### config.mk
export PLATFORM = sky130hd
export DESIGN_NAME = tnew_tuse_hazard_ctrl
export DESIGN_NICKNAME = d
export VERILOG_FILES = /design/src/rtl/tnew_tuse_hazard_ctrl.sv
export SDC_FILE = /design/constraint.sdc
export NUM_CORES = 1
export LEC_CHECK = 0
export ABC_AREA = 1
export BUFFER_PORTS_ARGS = -buffer_cell sky130_fd_sc_hd__buf_4
export CAP_MARGIN = 0
export CORE_ASPECT_RATIO = 0.7
export CORE_MARGIN = 4
export CORE_UTILIZATION = 52
export DETAILED_ROUTE_END_ITERATION = 10
export PLACE_DENSITY_LB_ADDON = 0.2
export SLEW_MARGIN = 20
export SYNTH_ARGS = -nofsm -noshare
export SYNTH_HDL_FRONTEND = slang
export SYNTH_SLANG_ARGS = --single-unit
### constraint.sdc
create_clock -name Clk -period 2.8 [get_ports Clk]
set_input_delay 0.14 -clock Clk [delete_from_list [all_inputs] [get_ports Clk]]
set_output_delay 0.14 -clock Clk [all_outputs]
set_load 0.01 [all_outputs]
### src/rtl/tnew_tuse_hazard_ctrl.sv
// tnew_tuse_hazard_ctrl
//
// Scoreboard-based hazard and forwarding controller for a 5-stage MIPS pipeline
// (F/D/E/M/W). Each in-flight instruction in E, M and W carries its destination
// register and a Tnew countdown: the number of cycles until its result can be
// forwarded. Each D-stage operand carries a Tuse deadline: the number of cycles
// until the operand is consumed. D stalls whenever the youngest in-flight
// producer of an operand cannot deliver it by that deadline.
//
// Ports:
//   Clk, Reset          clock and synchronous active-high reset
//   rs_d, rt_d          D-stage source register indices
//   tuse_rs_d/rt_d      cycles from D until the operand is needed (all-ones = unused)
//   wr_d, tnew_d        D-stage destination (0 = none) and its Tnew on entering E
//   md_d                D instruction needs the multiply/divide unit
//   md_busy, md_start   MDU busy / starting this cycle
//   flush               kill everything in E, M and W
//   freeze              hold every stage register (e.g. memory wait)
//   stall, clear_e      hold F/D and insert a bubble into E
//   fwd_rs_d, fwd_rt_d  D bypass select: 0 regfile, 1 E, 2 M, 3 W
//   fwd_rs_e, fwd_rt_e  E bypass select: 0 pipe, 2 M, 3 W
//   fwd_rt_m            M bypass select: 0 pipe, 1 W
//   stall_cnt           saturating count of stall cycles that actually took effect

module tnew_tuse_hazard_ctrl #(
  parameter int unsigned REG_AW = 5,
  parameter int unsigned T_W    = 2,
  parameter int unsigned CNT_W  = 32
) (
  input  logic              Clk,
  input  logic              Reset,
  input  logic [REG_AW-1:0] rs_d,
  input  logic [REG_AW-1:0] rt_d,
  input  logic [T_W-1:0]    tuse_rs_d,
  input  logic [T_W-1:0]    tuse_rt_d,
  input  logic [REG_AW-1:0] wr_d,
  input  logic [T_W-1:0]    tnew_d,
  input  logic              md_d,
  input  logic              md_busy,
  input  logic              md_start,
  input  logic              flush,
  input  logic              freeze,
  output logic              stall,
  output logic              clear_e,
  output logic [1:0]        fwd_rs_d,
  output logic [1:0]        fwd_rt_d,
  output logic [1:0]        fwd_rs_e,
  output logic [1:0]        fwd_rt_e,
  output logic              fwd_rt_m,
  output logic [CNT_W-1:0]  stall_cnt
);

  localparam logic [T_W-1:0] TuseUnused = '1;

  // Source codes shared by the D-stage select and the youngest-match search.
  localparam logic [1:0] SrcNone = 2'd0;
  localparam logic [1:0] SrcE    = 2'd1;
  localparam logic [1:0] SrcM    = 2'd2;
  localparam logic [1:0] SrcW    = 2'd3;

  // ---------------------------------------------------------------------------
  // Stage scoreboard
  // ---------------------------------------------------------------------------
  logic [REG_AW-1:0] wr_e_q, wr_e_d;
  logic [T_W-1:0]    tnew_e_q, tnew_e_d;
  logic [REG_AW-1:0] rs_e_q, rs_e_d;
  logic [REG_AW-1:0] rt_e_q, rt_e_d;
  logic [REG_AW-1:0] wr_m_q, wr_m_d;
  logic [T_W-1:0]    tnew_m_q, tnew_m_d;
  logic [REG_AW-1:0] rt_m_q, rt_m_d;
  logic [REG_AW-1:0] wr_w_q, wr_w_d;
  logic [T_W-1:0]    tnew_w_q, tnew_w_d;
  logic [CNT_W-1:0]  stall_cnt_q, stall_cnt_d;

  // Youngest in-flight producer of register r. r == 0 never matches, so a match
  // always implies a real destination.
  function automatic logic [1:0] youngest_src(input logic [REG_AW-1:0] r,
                                              input logic [REG_AW-1:0] we,
                                              input logic [REG_AW-1:0] wm,
                                              input logic [REG_AW-1:0] ww);
    if (r == '0) begin
      return SrcNone;
    end else if (r == we) begin
      return SrcE;
    end else if (r == wm) begin
      return SrcM;
    end else if (r == ww) begin
      return SrcW;
    end
    return SrcNone;
  endfunction

  function automatic logic [T_W-1:0] src_tnew(input logic [1:0]     src,
                                               input logic [T_W-1:0] te,
                                               input logic [T_W-1:0] tm,
                                               input logic [T_W-1:0] tw);
    case (src)
      SrcE:    return te;
      SrcM:    return tm;
      SrcW:    return tw;
      default: return '0;
    endcase
  endfunction

  // D bypass: only the youngest producer counts. If it is not ready yet the
  // operand is read from the regfile and fixed up later by E/M forwarding.
  // W results are always final, so tnew_W is ignored there.
  function automatic logic [1:0] d_fwd_sel(input logic [1:0]     src,
                                           input logic [T_W-1:0] tnew);
    if (src == SrcW) begin
      return SrcW;
    end else if (src != SrcNone && tnew == '0) begin
      return src;
    end
    return SrcNone;
  endfunction

  // E bypass: ready M result first, otherwise whatever W holds.
  function automatic logic [1:0] e_fwd_sel(input logic [REG_AW-1:0] r,
                                           input logic [REG_AW-1:0] wm,
                                           input logic [T_W-1:0]    tm,
                                           input logic [REG_AW-1:0] ww);
    if (r == '0) begin
      return 2'd0;
    end else if (r == wm && tm == '0) begin
      return 2'd2;
    end else if (r == ww) begin
      return 2'd3;
    end
    return 2'd0;
  endfunction

  function automatic logic [T_W-1:0] dec_sat(input logic [T_W-1:0] t);
    return (t == '0) ? '0 : t - T_W'(1);
  endfunction

  // ---------------------------------------------------------------------------
  // Hazard detection and forwarding selects
  // ---------------------------------------------------------------------------
  logic [1:0]     rs_src, rt_src;
  logic [T_W-1:0] rs_tnew, rt_tnew;
  logic           rs_haz, rt_haz, md_haz;

  always_comb begin
    rs_src  = youngest_src(rs_d, wr_e_q, wr_m_q, wr_w_q);
    rt_src  = youngest_src(rt_d, wr_e_q, wr_m_q, wr_w_q);
    rs_tnew = src_tnew(rs_src, tnew_e_q, tnew_m_q, tnew_w_q);
    rt_tnew = src_tnew(rt_src, tnew_e_q, tnew_m_q, tnew_w_q);

    rs_haz  = (rs_src != SrcNone) && (tuse_rs_d != TuseUnused) && (rs_tnew > tuse_rs_d);
    rt_haz  = (rt_src != SrcNone) && (tuse_rt_d != TuseUnused) && (rt_tnew > tuse_rt_d);
    md_haz  = md_d && (md_busy || md_start);

    stall    = rs_haz || rt_haz || md_haz;
    clear_e  = stall;

    fwd_rs_d = d_fwd_sel(rs_src, rs_tnew);
    fwd_rt_d = d_fwd_sel(rt_src, rt_tnew);
    fwd_rs_e = e_fwd_sel(rs_e_q, wr_m_q, tnew_m_q, wr_w_q);
    fwd_rt_e = e_fwd_sel(rt_e_q, wr_m_q, tnew_m_q, wr_w_q);
    fwd_rt_m = (rt_m_q != '0) && (rt_m_q == wr_w_q);

    stall_cnt = stall_cnt_q;
  end

  // ---------------------------------------------------------------------------
  // Next-state: flush > freeze > stall > advance (Reset handled in the register)
  // ---------------------------------------------------------------------------
  always_comb begin
    wr_e_d      = wr_e_q;
    tnew_e_d    = tnew_e_q;
    rs_e_d      = rs_e_q;
    rt_e_d      = rt_e_q;
    wr_m_d      = wr_m_q;
    tnew_m_d    = tnew_m_q;
    rt_m_d      = rt_m_q;
    wr_w_d      = wr_w_q;
    tnew_w_d    = tnew_w_q;
    stall_cnt_d = stall_cnt_q;

    if (flush) begin
      wr_e_d   = '0;
      tnew_e_d = '0;
      rs_e_d   = '0;
      rt_e_d   = '0;
      wr_m_d   = '0;
      tnew_m_d = '0;
      rt_m_d   = '0;
      wr_w_d   = '0;
      tnew_w_d = '0;
    end else if (!freeze) begin
      wr_m_d   = wr_e_q;
      tnew_m_d = dec_sat(tnew_e_q);
      rt_m_d   = rt_e_q;
      wr_w_d   = wr_m_q;
      tnew_w_d = dec_sat(tnew_m_q);
      if (stall) begin
        wr_e_d   = '0;
        tnew_e_d = '0;
        rs_e_d   = '0;
        rt_e_d   = '0;
      end else begin
        wr_e_d   = wr_d;
        tnew_e_d = tnew_d;
        rs_e_d   = rs_d;
        rt_e_d   = rt_d;
      end
      // Only stalls that actually hold the pipeline are counted.
      if (stall && stall_cnt_q != '1) begin
        stall_cnt_d = stall_cnt_q + CNT_W'(1);
      end
    end
  end

  always_ff @(posedge Clk) begin
    if (Reset) begin
      wr_e_q      <= '0;
      tnew_e_q    <= '0;
      rs_e_q      <= '0;
      rt_e_q      <= '0;
      wr_m_q      <= '0;
      tnew_m_q    <= '0;
      rt_m_q      <= '0;
      wr_w_q      <= '0;
      tnew_w_q    <= '0;
      stall_cnt_q <= '0;
    end else begin
      wr_e_q      <= wr_e_d;
      tnew_e_q    <= tnew_e_d;
      rs_e_q      <= rs_e_d;
      rt_e_q      <= rt_e_d;
      wr_m_q      <= wr_m_d;
      tnew_m_q    <= tnew_m_d;
      rt_m_q      <= rt_m_d;
      wr_w_q      <= wr_w_d;
      tnew_w_q    <= tnew_w_d;
      stall_cnt_q <= stall_cnt_d;
    end
  end

endmodule

==> results of run 1 <==
critical path, cell delays in order (launching register included):
cell	delay, ps
dfxtp_4	360
buf_6	130
nor2_2	100
nor2_2	50
nor2_2	140
nand3_2	140
nand2_4	100
nand4_1	140
nand3_2	110
nand2_1	60
ha_1	300
nand2_2	80
o21ai_2	50
a21oi_1	160
nand3_1	110
nand2_1	100
inv_2	80
nand2_8	90
buf_12	100
buf_6	90
report_power, final:
group	internal, mW	switching (mW)	total (mW)
logic	0.170	0.252	0.421
registers	0.979	0.0222	1.00
clock network	0.727	0.422	1.15
placed cells by master (no fill, tap or decap), types with 10 or more instances in the layout:
master / n
a21oi_1: 65
a21oi_2: 11
buf_4: 94
clkbuf_16: 10
dfxtp_1: 53
inv_1: 44
inv_2: 17
nand2_1: 176
nand2_2: 17
nand3_1: 51
nand4_1: 37
nor2_1: 35
nor2_2: 11
nor3_1: 16
o21ai_0: 18
xnor2_1: 20
xor2_1: 25
kinds of logic after synthesis:
| kind of cell | share of synthesized area |
|---|---|
| AND/OR/NAND/NOR | 0.377 |
| AO/OA/AOI/OAI | 0.123 |
| adder cells (fa/ha/maj) | 0.0136 |
| XOR/XNOR | 0.0917 |
| flip-flops | 0.297 |
| buffers and inverters | 0.0969 |
worst min path at each step:
stage	start	to	slack (ps)	depth (start not counted)
final	tnew_d[1]	tnew_e_q[1]$_SDFFE_PP0N_	90	3
after global routing	wr_d[2]	wr_e_q[2]$_SDFFE_PP0N_	90	3
after CTS	wr_d[4]	wr_e_q[4]$_SDFFE_PP0N_	80	3
after detailed placement	tnew_d[1]	tnew_e_q[1]$_SDFFE_PP0N_	430	3
after global placement	wr_d[3]	wr_e_q[3]$_SDFFE_PP0N_	430	3
after floorplan	rs_d[4]	rs_e_q[4]$_SDFFE_PP0N_	310	2
Yosys cell counts (all sizes together), types with 8 or more instances:
cell	count
a21oi	76
inv	63
dfxtp	68
nand4	37
nor4	8
nor2	54
nand2	202
xor2	25
nand3	58
buf	21
nor3	16
xnor2	23
o21ai	20
clkbuf	13
metrics by stage:
| step | power, mW | hold WS, ps |
|---|---|---|
| after global routing | 2.66 | 87.4 |
| after floorplan | 1.23 | 308 |
| after detailed placement | 1.36 | 433 |
| after CTS | 2.51 | 77.9 |
| after global placement | 1.35 | 426 |
| final | 2.57 | 85.0 |
area by class of cell:
type                    instances  area, sq um
clock buffers                  12          256
multi-input cells             543         3110
inverters                      64          245
flip-flops and latches         68         1400
fillers                       678         2450
clock inverters                 2         35.0
repair buffers                105          865
well taps                     120          150
timing repair:
item                       in CTS  in global routing
hold endpoints to repair        0                  0
gates cloned                    0                  2
pin swaps                      12                 45
setup endpoints to repair      44                 51
resized for setup              36                 89
setup buffers                   5                  7
routing by layer:
metal,part of all wire,wire (microns),GRT usage
met1,0.44,6930,0.425
met2,0.40,6380,0.384
met3,0.14,2260,0.115
met4,0.014,225,0.0700
met5,0,0,0
registers in the layout, summed over array words and instances, names as in the netlist:
name / cells
stall_cnt: 32
rs_e_q: 5
rt_e_q: 5
rt_m_q: 5
wr_e_q: 5
wr_m_q: 5
wr_w_q: 5
tnew_e_q: 2
tnew_m_q: 2
tnew_w_q: 2
==> flow_summary.yaml, run 1 <==
floorplan:
  die_area_sq_um: 10400
  initial_core_util: 0.539
  rows: 28
  die_y_microns: 86.6
  io_pins: 71
  coreArea_sq_um: 8510
  die_w_microns: 120
sta:
  fin_skew_ps: 7.66
  tightest_slew_ps: 814
  hold_viol: 0
  slew_viol_final: 0
  rsz0062_at_grt: "yes"
  relSlewSlack: 0.457
  finalSetupViolCount: 51
  post-route-period-util: 1.06
  setup_slack_ps: -178
  fin_tns_setup_ps: -5920
  fin_crit_ps: 2980
  clock.fmax_mhz: 336
logic_synthesis:
  yosys-top-cells-area: "dfxtp_1 30%, nand2_1 16%, a21oi_1 8.3%"
  synthCells: 708
  ys_ff_latch: 68
  yosys.area.top_type: "dfxtp_1"
  ys_warn_count: 0
  synthFlopType: "dfxtp_1"
  syn_area_per_cell_sq_um: 6.48
  synth-async-reset-ratio: 0
  synth_fp_nets: 741
  synth_top_area_frac: 0.297
  synth-edff-count: 0
  ys_seq_area_frac: 0.297
  netlist_area_sq_um: 4580
  yosysUniqueCellTypes: 35
detailed_routing:
  vias: 5354
  drc_errors: 0
  avgRoutedWirePerCell_microns: 17.3
  ant_nets: 0
  drt_wl_total_microns: 15800
  drt-initial-drc-count: 897
  drtPass1Iterations: 6
  via_per_inst: 5.86
grt:
  antenna_found_initial: 0
  grt_max_degree: 50
  grt_pass1_vias: 4589
  grt_util_all_layers: 0.287
  overflow: 0
  grt_first_pass_wirelength_microns: 23700
clocking:
  tritoncts: "built"
  cts_hold_buf: 0
  htree_levels: 3
  clkSlewWorstSetupHoldPaths_ps: 50
  clk-insertion-delay-late_ps: 340
  cts_max_path_buffers: 2
  clockRootBuffer: "clkbuf_16"
  cts.sinks: 68
  numCtsBuffers: 9
power:
  p_leak_nw: 2.52
  ir_drop_mv: 0.302
  power.density_nw_per_um2: 424
place:
  gp_congestion: 1.04
  io_buffers: 70
  dp.cells: 886
  placed_area_sq_um: 5250
  dp_slack_ps: -63.2
  dp_hpwl_microns: 10700
finish:
  drive_gt1_frac: 0.286
  syn_to_final_growth_pct: 32.3
  postLayoutCellArea_sq_um: 6070
  antennaDiodeCount: 0
  fin_cells: 914
  fin_util: 0.713
  fin_nets: 824
run_status:
  violations: "negative setup slack"
  status: "complete, but fails checks"
critical_path:
  start_kind: "flop"
  timing.critical_path.to: "clear_e"
  required_ps: 2660
  worstPathMaxFanout: 4
  r2r_setup_slack_ps: -150
  r2r-start: "wr_w_q[0]$_SDFFE_PP0N_"
  critical_path_class: "flop to output port"
  r2r-end: "stall_cnt[9]$_SDFFE_PP0P_"
  arrival_ps: 2840
  critical_path.startpoint: "wr_w_q[0]$_SDFFE_PP0N_"
  rr_worst_depth: 21
  endpoint_kind: "output port"
worst_hold_path:
  hold_path.class: "primary input to flop"
run:
  cap_violations: 0
(Power assumes the default switching activity.)
==> run 2, diff against run 1 <==
- CORE_UTILIZATION: 52 -> 62
- clock period: 2.8 -> 3.71 ns (I/O delays scaled with it)
==> flow_summary.yaml, run 2 (same netlist as run 1, synthesis figures left out) <==
run_status:
  status: "finished, final reports clean"
finish:
  multi_input_area_sq_um: 2780
  seq_area_sq_um: 1360
  num-fill-cells: 552
  mostFrequentLayoutCells: "195 x nand2_1, 76 x a21oi_1, 74 x buf_4, 68 x dfxtp_1, 58 x nand3_1"
  final_common_cell: "nand2_1"
  largest_reg_flops: 32
  fin_nets: 792
  fin_cells: 858
  drive_gt1_frac: 0.141
  antennaDiodeCount: 0
  fin_util: 0.756
  syn_to_final_growth_pct: 15.0
critical_path:
  endpoint_kind: "output port"
  arrival_ps: 3250
  slowest_delay_ps: 550
  critical_path_class: "flop to output port"
  required_ps: 3520
  path_common_cell: "nand2_1"
  critPathSlowestCell: "dfxtp_1"
  start_kind: "flop"
  rr_worst_depth: 17
  crit_chain: "inv_1 -> nand2_1 -> nand4_1 -> nor2_1 -> inv_1 -> nand2_1 -> nand2_2 -> nand4_1 -> nand2_1 -> ha_1 -> a221oi_1 -> buf_4 -> nand2_8 -> nand2_8 -> buf_4"
  worstPathMaxFanout: 35
grt:
  overflow: 0
  grt_first_pass_wirelength_microns: 22800
  grt_pass1_vias: 4608
  grt_max_degree: 50
  antenna_found_initial: 0
  grt_util_all_layers: 0.314
sta:
  hold_viol: 0
  relSlewSlack: 0.459
  rsz0062_at_grt: "no"
  slew_viol_final: 0
  tightest_slew_ps: 810
  finalSetupViolCount: 0
  post-route-period-util: 0.925
  fin_skew_ps: 7.47
  fin_crit_ps: 3430
  clock.fmax_mhz: 291
  fin_tns_setup_ps: 0
  setup_slack_ps: 278
floorplan:
  die_w_microns: 111
  rows: 25
  coreArea_sq_um: 6980
  die_area_sq_um: 8860
  die_y_microns: 79.9
  initial_core_util: 0.657
  io_pins: 71
place:
  dp_slack_ps: 518
  io_buffers: 70
  gp_congestion: 0.981
  dp_hpwl_microns: 10300
  dp.cells: 842
worst_hold_path:
  hold_path.class: "primary input to flop"
  whs_path_depth: 3
clocking:
  numCtsBuffers: 9
  tritoncts: "built"
  cts_resized: 0
  cts.sinks: 68
  htree_levels: 3
  cts_max_path_buffers: 2
  clk-insertion-delay-late_ps: 350
  postCtsSetupBuffers: 0
  cts_hold_buf: 0
  clockRootBuffer: "clkbuf_8"
  clkSlewWorstSetupHoldPaths_ps: 70
detailed_routing:
  avgRoutedWirePerCell_microns: 16.3
  via_per_inst: 5.98
  ant_nets: 0
  drt_wl_total_microns: 14000
  drtPass1Iterations: 8
  vias: 5127
  drc_errors: 0
  drt-initial-drc-count: 687
run:
  cap_violations: 0
power:
  power.density_nw_per_um2: 318
  p_leak_nw: 2.22
  ir_drop_mv: 0.259
-- run 2: metrics by stage --
step           power (mW)  cell area, sq um  hold WS (ps)
6_report             1.68              5270           118
4_1_cts              1.67              5270           109
3_5_place_dp         1.01              5050           483
3_3_place_gp        0.999              5050           459
2_1_floorplan       0.932              4580           353
5_1_grt              1.74              5270           110
-- run 2: cell type report --
class | instances | share of cell area
clock buffer | 12 | 0.0275
inverter | 64 | 0.0456
tap | 94 | 0.0223
sequential | 68 | 0.258
timing repair buffer | 74 | 0.105
clock inverter | 4 | 0.0138
multi-input combinational | 542 | 0.527
-- run 2: final timing paths --
check | startpoint | end | slack (ps)
worst max-delay path | wr_w_q[2]$_SDFFE_PP0N_ | clear_e | 280
worst min-delay path | wr_d[3] | wr_e_q[3]$_SDFFE_PP0N_ | 120
worst max register to register | wr_w_q[2]$_SDFFE_PP0N_ | stall_cnt[24]$_SDFFE_PP0P_ | 450
worst min register to register | rt_m_q[0]$_SDFFE_PP0N_ | rt_m_q[0]$_SDFFE_PP0N_ | 500
-- run 2: routing by layer --
layer	share of wire	global-route usage
met1	0.43	0.443
met5	0	0
met3	0.15	0.119
met2	0.41	0.447
met4	0.016	0.0750
-- run 2: power by group --
| part | internal [mW] | total, mW | switching (mW) | leakage [nW] |
|---|---|---|---|---|
| clock network | 0.396 | 0.678 | 0.282 | 0.107 |
| registers | 0.741 | 0.763 | 0.0219 | 0.550 |
| logic | 0.0871 | 0.235 | 0.148 | 1.56 |
-- run 2: worst max-delay path, delay by kind of cell (launching register included) --
family                   cells  cell delay (ps)
flip-flops                   1              550
buffers and inverters        4              620
AO/OA/AOI/OAI                1              320
AND/OR/NAND/NOR              9             1080
adder cells (fa/ha/maj)      1              280
==> run 3, diff against run 2 <==
--- a/config.mk
+++ b/config.mk
@@ -7,3 +7,2 @@
 export LEC_CHECK = 0
-export ABC_AREA = 1
 export BUFFER_PORTS_ARGS = -buffer_cell sky130_fd_sc_hd__buf_4
@@ -12,3 +11,3 @@
 export CORE_MARGIN = 4
-export CORE_UTILIZATION = 62
+export CORE_UTILIZATION = 61
 export DETAILED_ROUTE_END_ITERATION = 10
--- a/constraint.sdc
+++ b/constraint.sdc
@@ -3,2 +3,2 @@
 set_output_delay 0.1855 -clock Clk [all_outputs]
-set_load 0.01 [all_outputs]
+set_load 0.02 [all_outputs]
==> flow_summary.yaml, run 3 <==
finish:
  antennaDiodeCount: 0
  mostFrequentLayoutCells: "88 x buf_4, 59 x dfxtp_1, 54 x nor2_1, 52 x a21oi_1, 35 x nand2_1"
  largest_reg_flops: 32
  fin_nets: 620
  drive_gt1_frac: 0.243
  syn_to_final_growth_pct: 21.4
  fin_cells: 686
  final_common_cell: "buf_4"
grt:
  overflow: 0
  grt_first_pass_wirelength_microns: 19200
  grt_pass1_vias: 3826
  grt_util_all_layers: 0.288
  antenna_found_initial: 0
  grt_max_degree: 62
clocking:
  clk-insertion-delay-late_ps: 350
  clkSlewWorstSetupHoldPaths_ps: 80
  tritoncts: "built"
  cts_max_path_buffers: 2
  cts.sinks: 68
  numCtsBuffers: 9
  clockRootBuffer: "clkbuf_8"
  htree_levels: 3
  cts_hold_buf: 0
sta:
  tightest_slew_ps: 1170
  hold_slack_ps: 104
  fin_crit_ps: 3660
  relSlewSlack: 0.212
  fin_tns_setup_ps: 0
  post-route-period-util: 0.986
  setup_slack_ps: 50.1
  finalSetupViolCount: 0
  hold_viol: 0
  slew_viol_final: 0
  clock.fmax_mhz: 273
  fin_skew_ps: 9.59
detailed_routing:
  drtPass1Iterations: 5
  drc_errors: 0
  ant_nets: 0
  drt_wl_total_microns: 12400
  vias: 4337
  avgRoutedWirePerCell_microns: 18.1
  drt-initial-drc-count: 443
  via_per_inst: 6.32
run:
  cap_violations: 0
floorplan:
  die_area_sq_um: 8350
  die_y_microns: 77.6
  io_pins: 71
  rows: 25
  die_w_microns: 107
  coreArea_sq_um: 6730
  initial_core_util: 0.628
critical_path:
  required_ps: 3520
  worstPathMaxFanout: 8
  start_kind: "flop"
  critical_path_class: "flop to output port"
  endpoint_kind: "output port"
  arrival_ps: 3470
power:
  power.density_nw_per_um2: 325
  p_leak_nw: 2.04
  p_int_mw: 1.21
  seqPwrFrac: 0.449
  power_frac_clock: 0.413
  swShare: 0.273
  ir_drop_mv: 0.243
  power.switching_mw: 0.456
  total_power_mw: 1.67
  comb_power_share: 0.138
place:
  dp.cells: 665
  dp_hpwl_microns: 8290
  gp_congestion: 0.936
  dp_slack_ps: -134
  io_buffers: 70
logic_synthesis:
  synth-async-reset-ratio: 0
  yosysUniqueCellTypes: 47
  synthCells: 526
  synth-edff-count: 0
  yosysMostFrequentCell: "dfxtp_1"
  ys_seq_area_frac: 0.322
  synthFlopType: "dfxtp_1"
  yosys-top-cells-area: "dfxtp_1 32%, a21oi_1 6.2%, xor2_1 5.4%"
  synth_top_area_frac: 0.322
  synthTopCellsByCount: "68 x dfxtp_1, 55 x nor2_1, 52 x a21oi_1"
  ys_ff_latch: 68
  syn_area_per_cell_sq_um: 8.04
  yosys.area.top_type: "dfxtp_1"
  synth_fp_nets: 559
  ys_warn_count: 0
  netlist_area_sq_um: 4230
run_status:
  status: "finished, final reports clean"
worst_hold_path:
  hold_path.class: "primary input to flop"
-- run 3: cell types whose count changed after synthesis, moves of 17 or more --
cell      change
a21oi_1      -24
inv_1        -48
nand2_1     -160
nand3_1      -41
nand3b_1     +19
nand4_1      -17
-- run 3: area by class of cell --
| class | count | area, sq um |
|---|---|---|
| multi-input combinational | 413 | 2730 |
| fill | 482 | 1590 |
| sequential | 68 | 1380 |
| timing repair buffer | 88 | 661 |
| clock buffer | 9 | 124 |
| tap | 94 | 118 |
| clock inverter | 7 | 100 |
| inverter | 7 | 26.3 |
-- run 3: critical path, cell delays in order, from the launching register on --
cell	delay, ps
dfxtp_1	440
xnor2_1	150
nand3_1	110
nor3_2	240
nand3_1	110
a21oi_1	190
a21oi_1	70
or2_2	290
ha_1	280
a22o_1	190
o31a_1	380
o32a_4	290
buf_4	180
inv_1	70
buf_4	140
-- run 3: cell families (layout without fill, tap and decap cells) --
family | after synthesis | in the layout | synth area share
adder cells (fa/ha/maj) | 5 | 5 | 0.0148
buffers and inverters | 48 | 111 | 0.0545
XOR/XNOR | 52 | 52 | 0.110
AND/OR/NAND/NOR | 239 | 239 | 0.313
AO/OA/AOI/OAI | 84 | 87 | 0.111
multiplexers | 30 | 30 | 0.0752
flip-flops | 68 | 68 | 0.322
-- run 3: final timing paths --
check                           depth (start not counted)                         end                  startpoint  slack, ps
worst max-delay path                                   14                       stall      wr_w_q[3]$_SDFFE_PP0N_         50
worst min-delay path                                    3      wr_e_q[2]$_SDFFE_PP0N_                     wr_d[2]        100
worst max register to register                         13   stall_cnt[0]$_SDFFE_PP0P_      wr_w_q[3]$_SDFFE_PP0N_        120
worst min register to register                          2  stall_cnt[23]$_SDFFE_PP0P_  stall_cnt[23]$_SDFFE_PP0P_        510
-- run 3: metrics by stage --
| stage | instance area, sq um | util |
|---|---|---|
| after floorplan | 4230 | - |
| after global placement | 4790 | 0.712 |
| after detailed placement | 4790 | 0.712 |
| after CTS | 5050 | 0.751 |
| after global routing | 5130 | 0.763 |
| final | 5130 | 0.763 |
-- run 3: what timing repair did --
item                                    CTS  global route
gates cloned                              1             2
pin swaps                                 1             7
endpoints found under the setup margin   24            24
resized for setup                         5            15
buffers inserted                          0             2
-- run 3: metal layers --
metal / part of all wire / vias to the layer above / global-route usage
li1: - / 1998 / -
met1: 0.45 / 2039 / 0.420
met2: 0.43 / 279 / 0.420
met3: 0.12 / 21 / 0.0840
met4: 0.0099 / 0 / 0.0631
met5: 0 / - / 0
-- run 3: power by group through the flow --
stage | clock [mW] | sequential [mW] | combinational (mW)
floorplan | 0 | 0.762 | 0.141
global placement | 0 | 0.765 | 0.200
detailed placement | 0 | 0.765 | 0.206
CTS | 0.696 | 0.748 | 0.216
global route | 0.728 | 0.749 | 0.247
finish | 0.689 | 0.749 | 0.230
